[config.mk]
export PLATFORM = sky130hd
export DESIGN_NAME = i2c_rw_seq
export DESIGN_NICKNAME = d
export VERILOG_FILES = /design/src/rtl/i2c_rw_seq_pkg.sv /design/src/rtl/sync_fifo_8x16.sv /design/src/rtl/i2c_rw_seq.sv
export SDC_FILE = /design/constraint.sdc
export NUM_CORES = 1
export LEC_CHECK = 0
export BUFFER_PORTS_ARGS = -buffer_cell sky130_fd_sc_hd__buf_2
export CAP_MARGIN = 10
export CORE_AREA = 2 2 134 110
export CTS_CLUSTER_SIZE = 40
export DETAILED_ROUTE_END_ITERATION = 10
export DIE_AREA = 0 0 136 112
export PLACE_DENSITY_LB_ADDON = 0.08
export RECOVER_POWER = 50
export SLEW_MARGIN = 20
export SYNTH_ARGS = -nofsm -noshare
export SYNTH_HDL_FRONTEND = slang
export SYNTH_HIERARCHICAL = 1
export SYNTH_SLANG_ARGS = --single-unit
[constraint.sdc]
create_clock -name sys_clk -period 8.8 [get_ports sys_clk]
set_clock_uncertainty 0.15 [all_clocks]
set_input_delay 0.88 -clock sys_clk [delete_from_list [all_inputs] [get_ports sys_clk]]
set_output_delay 0.88 -clock sys_clk [all_outputs]
set_load 0.05 [all_outputs]
[src/rtl/i2c_rw_seq_pkg.sv]
// Shared definitions for the EEPROM write/read-back sequencer.
// Holds the state encoding, FIFO geometry and default timing constants.
package i2c_rw_seq_pkg;

    typedef enum logic [2:0] {
        IDLE    = 3'd0,
        WR_WAIT = 3'd1,
        WR_BUSY = 3'd2,
        RD_WAIT = 3'd3,
        RD_BUSY = 3'd4
    } state_t;

    localparam int FIFO_WIDTH = 8;
    localparam int FIFO_DEPTH = 16;
    localparam int FIFO_AW    = 4;

    localparam logic [7:0]  DEF_DATA_NUM      = 8'd10;
    localparam logic [15:0] DEF_START_ADDR    = 16'h0000;
    localparam logic [7:0]  DEF_WR_DATA_BASE  = 8'hA0;
    localparam logic [17:0] DEF_CNT_START_MAX = 18'd250_000;
    localparam logic [25:0] DEF_CNT_DISP_MAX  = 26'd25_000_000;

endpackage

[src/rtl/sync_fifo_8x16.sv]
// Single-clock 8-bit x 16-entry FIFO with first-word-fall-through read data.
// A push while full is accepted only when a pop happens in the same cycle.
module sync_fifo_8x16
    import i2c_rw_seq_pkg::*;
(
    input  logic                  sys_clk,
    input  logic                  sys_rst_n,
    input  logic                  push,
    input  logic                  pop,
    input  logic [FIFO_WIDTH-1:0] din,
    output logic [FIFO_WIDTH-1:0] dout,
    output logic                  full,
    output logic                  empty
);

    logic [FIFO_WIDTH-1:0] mem [FIFO_DEPTH];
    logic [FIFO_AW:0]      wr_ptr;
    logic [FIFO_AW:0]      rd_ptr;
    logic                  do_push;
    logic                  do_pop;

    // The extra pointer bit distinguishes full from empty when the indices match.
    assign empty   = (wr_ptr == rd_ptr);
    assign full    = (wr_ptr[FIFO_AW] != rd_ptr[FIFO_AW]) &&
                     (wr_ptr[FIFO_AW-1:0] == rd_ptr[FIFO_AW-1:0]);
    assign do_pop  = pop && !empty;
    assign do_push = push && (!full || do_pop);
    assign dout    = mem[rd_ptr[FIFO_AW-1:0]];

    always_ff @(posedge sys_clk or negedge sys_rst_n) begin
        if (!sys_rst_n) begin
            wr_ptr <= '0;
            rd_ptr <= '0;
        end else begin
            if (do_push) wr_ptr <= wr_ptr + 1'b1;
            if (do_pop)  rd_ptr <= rd_ptr + 1'b1;
        end
    end

    always_ff @(posedge sys_clk) begin
        if (do_push) mem[wr_ptr[FIFO_AW-1:0]] <= din;
    end

endmodule

[src/rtl/i2c_rw_seq.sv]
// Sequences byte-wise EEPROM write and read bursts through an I2C controller
// and trickles read-back bytes out of a FIFO at a slow display rate.
module i2c_rw_seq
    import i2c_rw_seq_pkg::*;
#(
    parameter logic [7:0]  DATA_NUM      = DEF_DATA_NUM,
    parameter logic [15:0] START_ADDR    = DEF_START_ADDR,
    parameter logic [7:0]  WR_DATA_BASE  = DEF_WR_DATA_BASE,
    parameter logic [17:0] CNT_START_MAX = DEF_CNT_START_MAX,
    parameter logic [25:0] CNT_DISP_MAX  = DEF_CNT_DISP_MAX
)(
    input  logic        sys_clk,
    input  logic        sys_rst_n,
    input  logic        write,
    input  logic        read,
    input  logic        i2c_end,
    input  logic [7:0]  rd_data,
    output logic        wr_en,
    output logic        rd_en,
    output logic        i2c_start,
    output logic [15:0] byte_addr,
    output logic [7:0]  wr_data,
    output logic [7:0]  fifo_rd_data,
    output logic        fifo_rd_valid,
    output logic        overflow
);

    state_t      state;
    state_t      next_state;
    logic [17:0] cnt_wait;
    logic [7:0]  byte_cnt;
    logic [25:0] cnt_disp;

    logic        wait_done;
    logic        last_byte;
    logic        in_wait;
    logic        in_busy;

    logic        fifo_push;
    logic        fifo_pop;
    logic        fifo_full;
    logic        fifo_empty;
    logic [7:0]  fifo_dout;

    assign wait_done = (cnt_wait == CNT_START_MAX - 18'd1);
    assign last_byte = (byte_cnt == DATA_NUM - 8'd1);
    assign in_wait   = (state == WR_WAIT) || (state == RD_WAIT);
    assign in_busy   = (state == WR_BUSY) || (state == RD_BUSY);

    assign wr_en     = (state == WR_WAIT) || (state == WR_BUSY);
    assign rd_en     = (state == RD_WAIT) || (state == RD_BUSY);
    assign byte_addr = START_ADDR + {8'd0, byte_cnt};
    assign wr_data   = WR_DATA_BASE + byte_cnt;

    always_ff @(posedge sys_clk or negedge sys_rst_n) begin
        if (!sys_rst_n) state <= IDLE;
        else            state <= next_state;
    end

    // Write has priority over read; pulses outside IDLE are simply not looked at.
    always_comb begin
        next_state = state;
        i2c_start  = 1'b0;
        case (state)
            IDLE: begin
                if (write)     next_state = WR_WAIT;
                else if (read) next_state = RD_WAIT;
            end
            WR_WAIT: begin
                if (wait_done) begin
                    i2c_start  = 1'b1;
                    next_state = WR_BUSY;
                end
            end
            WR_BUSY: begin
                if (i2c_end) next_state = last_byte ? IDLE : WR_WAIT;
            end
            RD_WAIT: begin
                if (wait_done) begin
                    i2c_start  = 1'b1;
                    next_state = RD_BUSY;
                end
            end
            RD_BUSY: begin
                if (i2c_end) next_state = last_byte ? IDLE : RD_WAIT;
            end
            default: next_state = IDLE;
        endcase
    end

    // The idle gap gives the EEPROM time to finish its internal write cycle.
    always_ff @(posedge sys_clk or negedge sys_rst_n) begin
        if (!sys_rst_n) begin
            cnt_wait <= '0;
        end else if (in_wait) begin
            cnt_wait <= wait_done ? 18'd0 : cnt_wait + 18'd1;
        end else begin
            cnt_wait <= '0;
        end
    end

    always_ff @(posedge sys_clk or negedge sys_rst_n) begin
        if (!sys_rst_n) begin
            byte_cnt <= '0;
        end else if (in_busy && i2c_end) begin
            byte_cnt <= last_byte ? 8'd0 : byte_cnt + 8'd1;
        end
    end

    assign fifo_push = (state == RD_BUSY) && i2c_end;
    assign fifo_pop  = !fifo_empty && (cnt_disp == CNT_DISP_MAX - 26'd1);

    sync_fifo_8x16 u_fifo (
        .sys_clk   (sys_clk),
        .sys_rst_n (sys_rst_n),
        .push      (fifo_push),
        .pop       (fifo_pop),
        .din       (rd_data),
        .dout      (fifo_dout),
        .full      (fifo_full),
        .empty     (fifo_empty)
    );

    // A push into a full FIFO is lost unless a pop frees the slot in the same cycle.
    always_ff @(posedge sys_clk or negedge sys_rst_n) begin
        if (!sys_rst_n) begin
            overflow <= 1'b0;
        end else if (fifo_push && fifo_full && !fifo_pop) begin
            overflow <= 1'b1;
        end
    end

    always_ff @(posedge sys_clk or negedge sys_rst_n) begin
        if (!sys_rst_n) begin
            cnt_disp <= '0;
        end else if (fifo_empty || fifo_pop) begin
            cnt_disp <= '0;
        end else begin
            cnt_disp <= cnt_disp + 26'd1;
        end
    end

    always_ff @(posedge sys_clk or negedge sys_rst_n) begin
        if (!sys_rst_n) begin
            fifo_rd_valid <= 1'b0;
            fifo_rd_data  <= '0;
        end else begin
            fifo_rd_valid <= fifo_pop;
            if (fifo_pop) fifo_rd_data <= fifo_dout;
        end
    end

endmodule
==> impl_metrics.tcl, run 1 <==
set metrics [dict create \
    start_kind "input port" \
    violations "capacitance limit, slew limit" \
    drcViolationCount 0 \
    nNetsFinal 669 \
    yosysMostFrequentCell "edfxtp_1" \
    cts.sinks 203 \
    crit_family "buffers and inverters" \
    synth_edf_count 128 \
    total_power_mw 1.930 \
    hp-class "reg -> reg" \
    ctsHoldBuffers 0 \
    netlist_top_cells_area "edfxtp_1 43%, dfrtp_1 21%, mux4_2 8.1%" \
    worstMarginPinSlew_ps 4017 \
    grt_pass1_wl_mm 28.54 \
    cp_slowest_stage_delay_ps 2760 \
    cts_setup_buffers 0 \
    io_pins 50 \
    fin_ws_ps 4019 \
    start_util 0.6384 \
    synth_top_area_cell "edfxtp_1" \
    multi_input_area_um2 2908 \
    fmax_mhz 209.2 \
    ir_drop_mv 0.1661 \
    via_per_inst 6.404 \
    seq_area_um2 5724 \
    grt_overflow 0 \
    finalNonFillerCells 844 \
    numCtsBuffers 20 \
    maxCapViolCount 1 \
    area_growth_pct 9.339 \
    maxSlewViolCount 76 \
    fp.coreArea_um2 13960 \
    ant_nets 0 \
    ys_ff_latch 203 \
    diodes 0 \
    root_buffer "clkbuf_16" \
    cts_tree "yes" \
    netlist_area_um2 8910 \
    wirelength_mm 18.16 \
    wl_per_cell_um 21.51 \
    critPathArrivalTime_ps 3720 \
    p_leak_nw 3.610 \
    synthesis.yosys.warnings 6 \
    place_hpwl_mm 12.03 \
    grt.total_usage 0.2469 \
    critPathRequiredTime_ps 7740 \
    placed_cells 808 \
    worst_setup_path_end_kind "asynchronous set/reset pin" \
    rrSetupSlack_ps 5300 \
    cts_buffer_depth 3 \
    path_max_fanout 75 \
    firstDrtPassIters 6 \
    cts_max_level 1 \
    drt_iter0_drc 561 \
    antenna_found_initial 0 \
    fillCellCount 929 \
    vias 5405 \
    grt_max_degree 76 \
    path_class "in -> async" \
    die_area_um2 15230 \
    finalHoldViolations 0 \
    fp.dieW_um 136 \
    clkTransAtPathRegs_ps 70 \
    die-height_um 112 \
    synthTopCellsByCount "128 x edfxtp_1, 75 x dfrtp_1, 45 x nor2_1" \
    utilization 0.6980 \
    synthFlopType "edfxtp_1" \
    status "finished, violations left" \
    worst-path-buf-inv 1 \
    first_global_vias 5183 \
    tns_ps 0 \
    yosys.area.top_type_share 0.4314 \
    gp_congestion 0.8851 \
    finalSetupViolations 0 \
    slowest_stage "clkbuf_1" \
    clock_latency_ps 490 \
    synthCells 615 \
    placementRows 39 \
    worstPathCellList "clkbuf_1" \
    ys_seq_area_frac 0.6420 \
    period_needed_ps 4781 \
    layout-drive-gt1-share 0.1712 \
    worst_slew_margin_rel -1.678 \
    port-buffer-count 41 \
    pre_cts_slack_ps 4912 \
    finalCritPeriodShare 0.5433 \
    grt_setup_unrepaired "false" \
    syn_avg_cell_area_um2 14.49 \
    cellPowerDensity_nw_per_um2 198.1 \
    ys_types 57 \
    cts_resized 0 \
    synthArstFlopShare 0.3695 \
]
[flip-flops by register name, summed over array words and instances, names as in the netlist]
register / cells
u_fifo/rd_ptr: 5
u_fifo/mem: 128
fifo_rd_data: 8
cnt_disp: 26
state: 3
cnt_wait: 18
fifo_rd_valid: 1
byte_cnt: 8
overflow: 1
u_fifo/wr_ptr: 5
[cell families after synthesis]
group           Yosys count  synth area share
simple gates            191            0.1159
mux                      44           0.09577
other cells               1         0.0004209
xor+xnor                 46           0.04606
fa+ha+maj                11           0.01517
flops                   203            0.6420
compound gates           62           0.04929
buf+inv                  57           0.03539
[stage by stage]
stage               area [µm²]  hold WS, ps
global route              9742        356.9
CTS                       9749        352.4
detailed placement        9131        339.4
finish                    9742        348.4
floorplan                 8936        303.5
global placement          9131        316.2
[cell usage in the layout, fill, tap and decap left out, types with 2 or more instances in the layout]
cell type   count
and3_1         21
a21oi_1        15
xor2_1          6
inv_1          17
clkinv_2        4
or4_1           8
or3_1           6
nand4_1        12
xnor2_1        39
nand2b_1        2
nand2_1        30
edfxtp_1      128
nor2_1         44
a22oi_1        16
ha_1           10
buf_2          29
clkbuf_8        2
nor4b_1         3
mux2i_1         2
nor2b_1         7
o31ai_1         9
mux4_2         32
nor4_1         10
conb_1          8
o21ai_0         9
mux2_2          9
clkinvlp_4      3
clkbuf_1       18
nor3_1         11
and4_1          4
nand4_2         2
dfrtp_1        74
and2_1          2
nand3_1        19
clkbuf_16      21
[cell type report]
| class | instances | share of cell area |
|---|---|---|
| multi-input cells | 362 | 0.2985 |
| well taps | 184 | 0.02363 |
| flip-flops and latches | 203 | 0.5876 |
| inverters | 17 | 0.006550 |
| clock buffers | 29 | 0.05908 |
| clock inverters | 7 | 0.004367 |
| repair buffers | 42 | 0.02029 |
[routing by layer]
metal | track usage | routed length, µm
met3 | 0.05601 | 1691
met2 | 0.3340 | 7564
met4 | 0.05347 | 292
met1 | 0.4123 | 8607
met5 | 0 | 0
[power by group]
part	switching, mW	total (mW)	internal, mW
clock network	0.340	0.796	0.456
logic	0.0558	0.0793	0.0235
registers	0.0231	1.05	1.03
total	0.419	1.93	1.51
[final timing paths]
| check | end | startpoint | cells past startpoint |
|---|---|---|---|
| max in group sys_clk | u_fifo/mem[3][6] | u_fifo/rd_ptr[0] | 7 |
| worst max-delay path | u_fifo/rd_ptr[0] | sys_rst_n | 1 |
| min in group asynchronous | cnt_disp[13] | sys_rst_n | 1 |
| worst min register to register | fifo_rd_data[6] | fifo_rd_data[6] | 1 |
| worst max register to register | u_fifo/mem[3][6] | u_fifo/rd_ptr[0] | 7 |
| worst min-delay path | fifo_rd_data[6] | fifo_rd_data[6] | 1 |
Power figures use the tool's default switching activity.
==> inputs of run 2 (changes only) <==
--- a/config.mk
+++ b/config.mk
@@ -7,10 +7,10 @@
 export LEC_CHECK = 0
 export BUFFER_PORTS_ARGS = -buffer_cell sky130_fd_sc_hd__buf_2
 export CAP_MARGIN = 10
-export CORE_AREA = 2 2 134 110
+export CORE_AREA = 2 2 146 119
 export CTS_CLUSTER_SIZE = 40
 export DETAILED_ROUTE_END_ITERATION = 10
-export DIE_AREA = 0 0 136 112
+export DIE_AREA = 0 0 148 121
 export PLACE_DENSITY_LB_ADDON = 0.08
 export RECOVER_POWER = 50
 export SLEW_MARGIN = 20
==> constraint.sdc (replaced) <==
create_clock -name sys_clk -period 4 [get_ports sys_clk]
set_clock_uncertainty 0.15 [all_clocks]
set_input_delay 0.4 -clock sys_clk [delete_from_list [all_inputs] [get_ports sys_clk]]
set_output_delay 0.4 -clock sys_clk [all_outputs]
set_load 0.05 [all_outputs]
==> run 2 against run 1 <==
Net effect: the run still ends with capacitance limit, slew limit left; sequential share of layout area fell by 1.0 points; non-clock buffer count rose by 6; cell count increased by 5.1%; critical path depth increased by 5; via count is 2.1% lower; largest power group unchanged; highest routed layer unchanged.
==> impl_metrics.tcl, run 2 (same netlist as run 1, synthesis figures left out) <==
set metrics [dict create \
    status "finished, violations left" \
    violations "capacitance limit, slew limit" \
    drcViolationCount 0 \
    ant_nets 0 \
    finalCritPeriodShare 0.7664 \
    wl_per_cell_um 20.53 \
    finalHoldViolations 0 \
    antenna_found_initial 0 \
    p_leak_nw 3.655 \
    fmax_mhz 326.2 \
    wirelength_mm 18.21 \
    grt-busiest-layer "met1" \
    worstMarginPinSlew_ps 1523 \
    fin_ws_ps 934.3 \
    cts_buffer_depth 3 \
    cts.sinks 203 \
    start_kind "register" \
    place_hpwl_mm 11.90 \
    post_dp_cell_area_um2 9214 \
    grt_max_degree 50 \
    firstDrtPassIters 5 \
    area_growth_pct 11.26 \
    total_power_mw 4.512 \
    pre_cts_slack_ps 946.5 \
    placementRows 42 \
    root_buffer "clkbuf_16" \
    finalNonFillerCells 887 \
    finalSetupViolations 0 \
    grt.total_usage 0.2109 \
    period_needed_ps 3066 \
    tns_ps 0 \
    die-height_um 121 \
    use_met2 0.3096 \
    path_class "reg -> reg" \
    stdcell_area_um2 9913 \
    grtUsageMet1 0.3333 \
    maxSlewViolCount 28 \
    placed_cells 849 \
    fp.coreArea_um2 16400 \
    fin_hold_ws_ps 134.0 \
    fp.dieW_um 148 \
    port-buffer-count 41 \
    io_pins 50 \
    final_common_cell "edfxtp_1" \
    clock_latency_ps 490 \
    critPathRequiredTime_ps 3960 \
    nNetsFinal 676 \
    clkTransAtPathRegs_ps 60 \
    utilization 0.6046 \
    start_util 0.5434 \
    hp-class "in -> reg" \
    ir_drop_mv 0.4150 \
    cts_setup_buffers 0 \
    layout-drive-gt1-share 0.1694 \
    path_max_fanout 8 \
    critPathArrivalTime_ps 3030 \
    diodes 0 \
    worst_slew_margin_rel -0.01537 \
    worst_setup_path_end_kind "register" \
    vias 5293 \
    gp_congestion 0.8544 \
    drt_iter0_drc 454 \
    grt_pass1_wl_mm 29.28 \
    numCtsBuffers 21 \
    cts_tree "yes" \
    layout_common_cells "128 x edfxtp_1, 74 x dfrtp_1, 45 x nor2_1" \
    cellPowerDensity_nw_per_um2 455.1 \
    maxCapViolCount 1 \
    cts_max_level 1 \
    grt_overflow 0 \
    first_global_vias 5199 \
    largest_reg_flops 128 \
    use_met3 0.03985 \
    grt_setup_unrepaired "false" \
    die_area_um2 17910 \
    via_per_inst 5.967 \
]
## run 2: worst paths after layout
| path | from | cells after the start | end | slack [ps] |
|---|---|---|---|---|
| worst min register to register | cnt_disp[0] | 1 | cnt_disp[0] | 340 |
| min in group asynchronous | sys_rst_n | 2 | fifo_rd_data[3] | 330 |
| worst max-delay path | cnt_disp[8] | 6 | u_fifo/mem[7][5] | 930 |
| worst max register to register | cnt_disp[8] | 6 | u_fifo/mem[7][5] | 930 |
| worst min-delay path | i2c_end | 3 | state[2] | 130 |
| max in group asynchronous | sys_rst_n | 3 | u_fifo/rd_ptr[0] | 1380 |
## run 2: area by class of cell
cell class              count  area [µm²]
inverters                  17       63.81
clock inverters            15       186.4
well taps                 220       275.3
fillers                  1266        6482
flip-flops and latches    203        5722
clock buffers              22       529.3
multi-input cells         362        2900
repair buffers             48       236.5
## run 2: what timing repair did
action / in CTS / in global routing
resized for setup: 0 / 0
hold buffers: 1 / 0
hold endpoints to repair: 48 / 0
## run 2: worst max-delay path, stage by stage (launching register included)
cell and delay [ps]:
dfrtp_1 450, nor4b_1 350, and4_1 290, nand3_1 90, nor2_1 460, o311ai_4 220
nor2b_1 680
## run 2: metal layers
layer | wire length, µm | vias up
met4 | 289 | 0
met3 | 1081 | 21
met1 | 8907 | 2720
li1 | - | 2381
met2 | 7934 | 171
met5 | 0 | -
## run 2: where the power goes
part	internal [mW]	switching [mW]	total (mW)
clock network	1.22	0.794	2.02
logic	0.0534	0.122	0.176
registers	2.27	0.0506	2.32
total	3.55	0.967	4.51
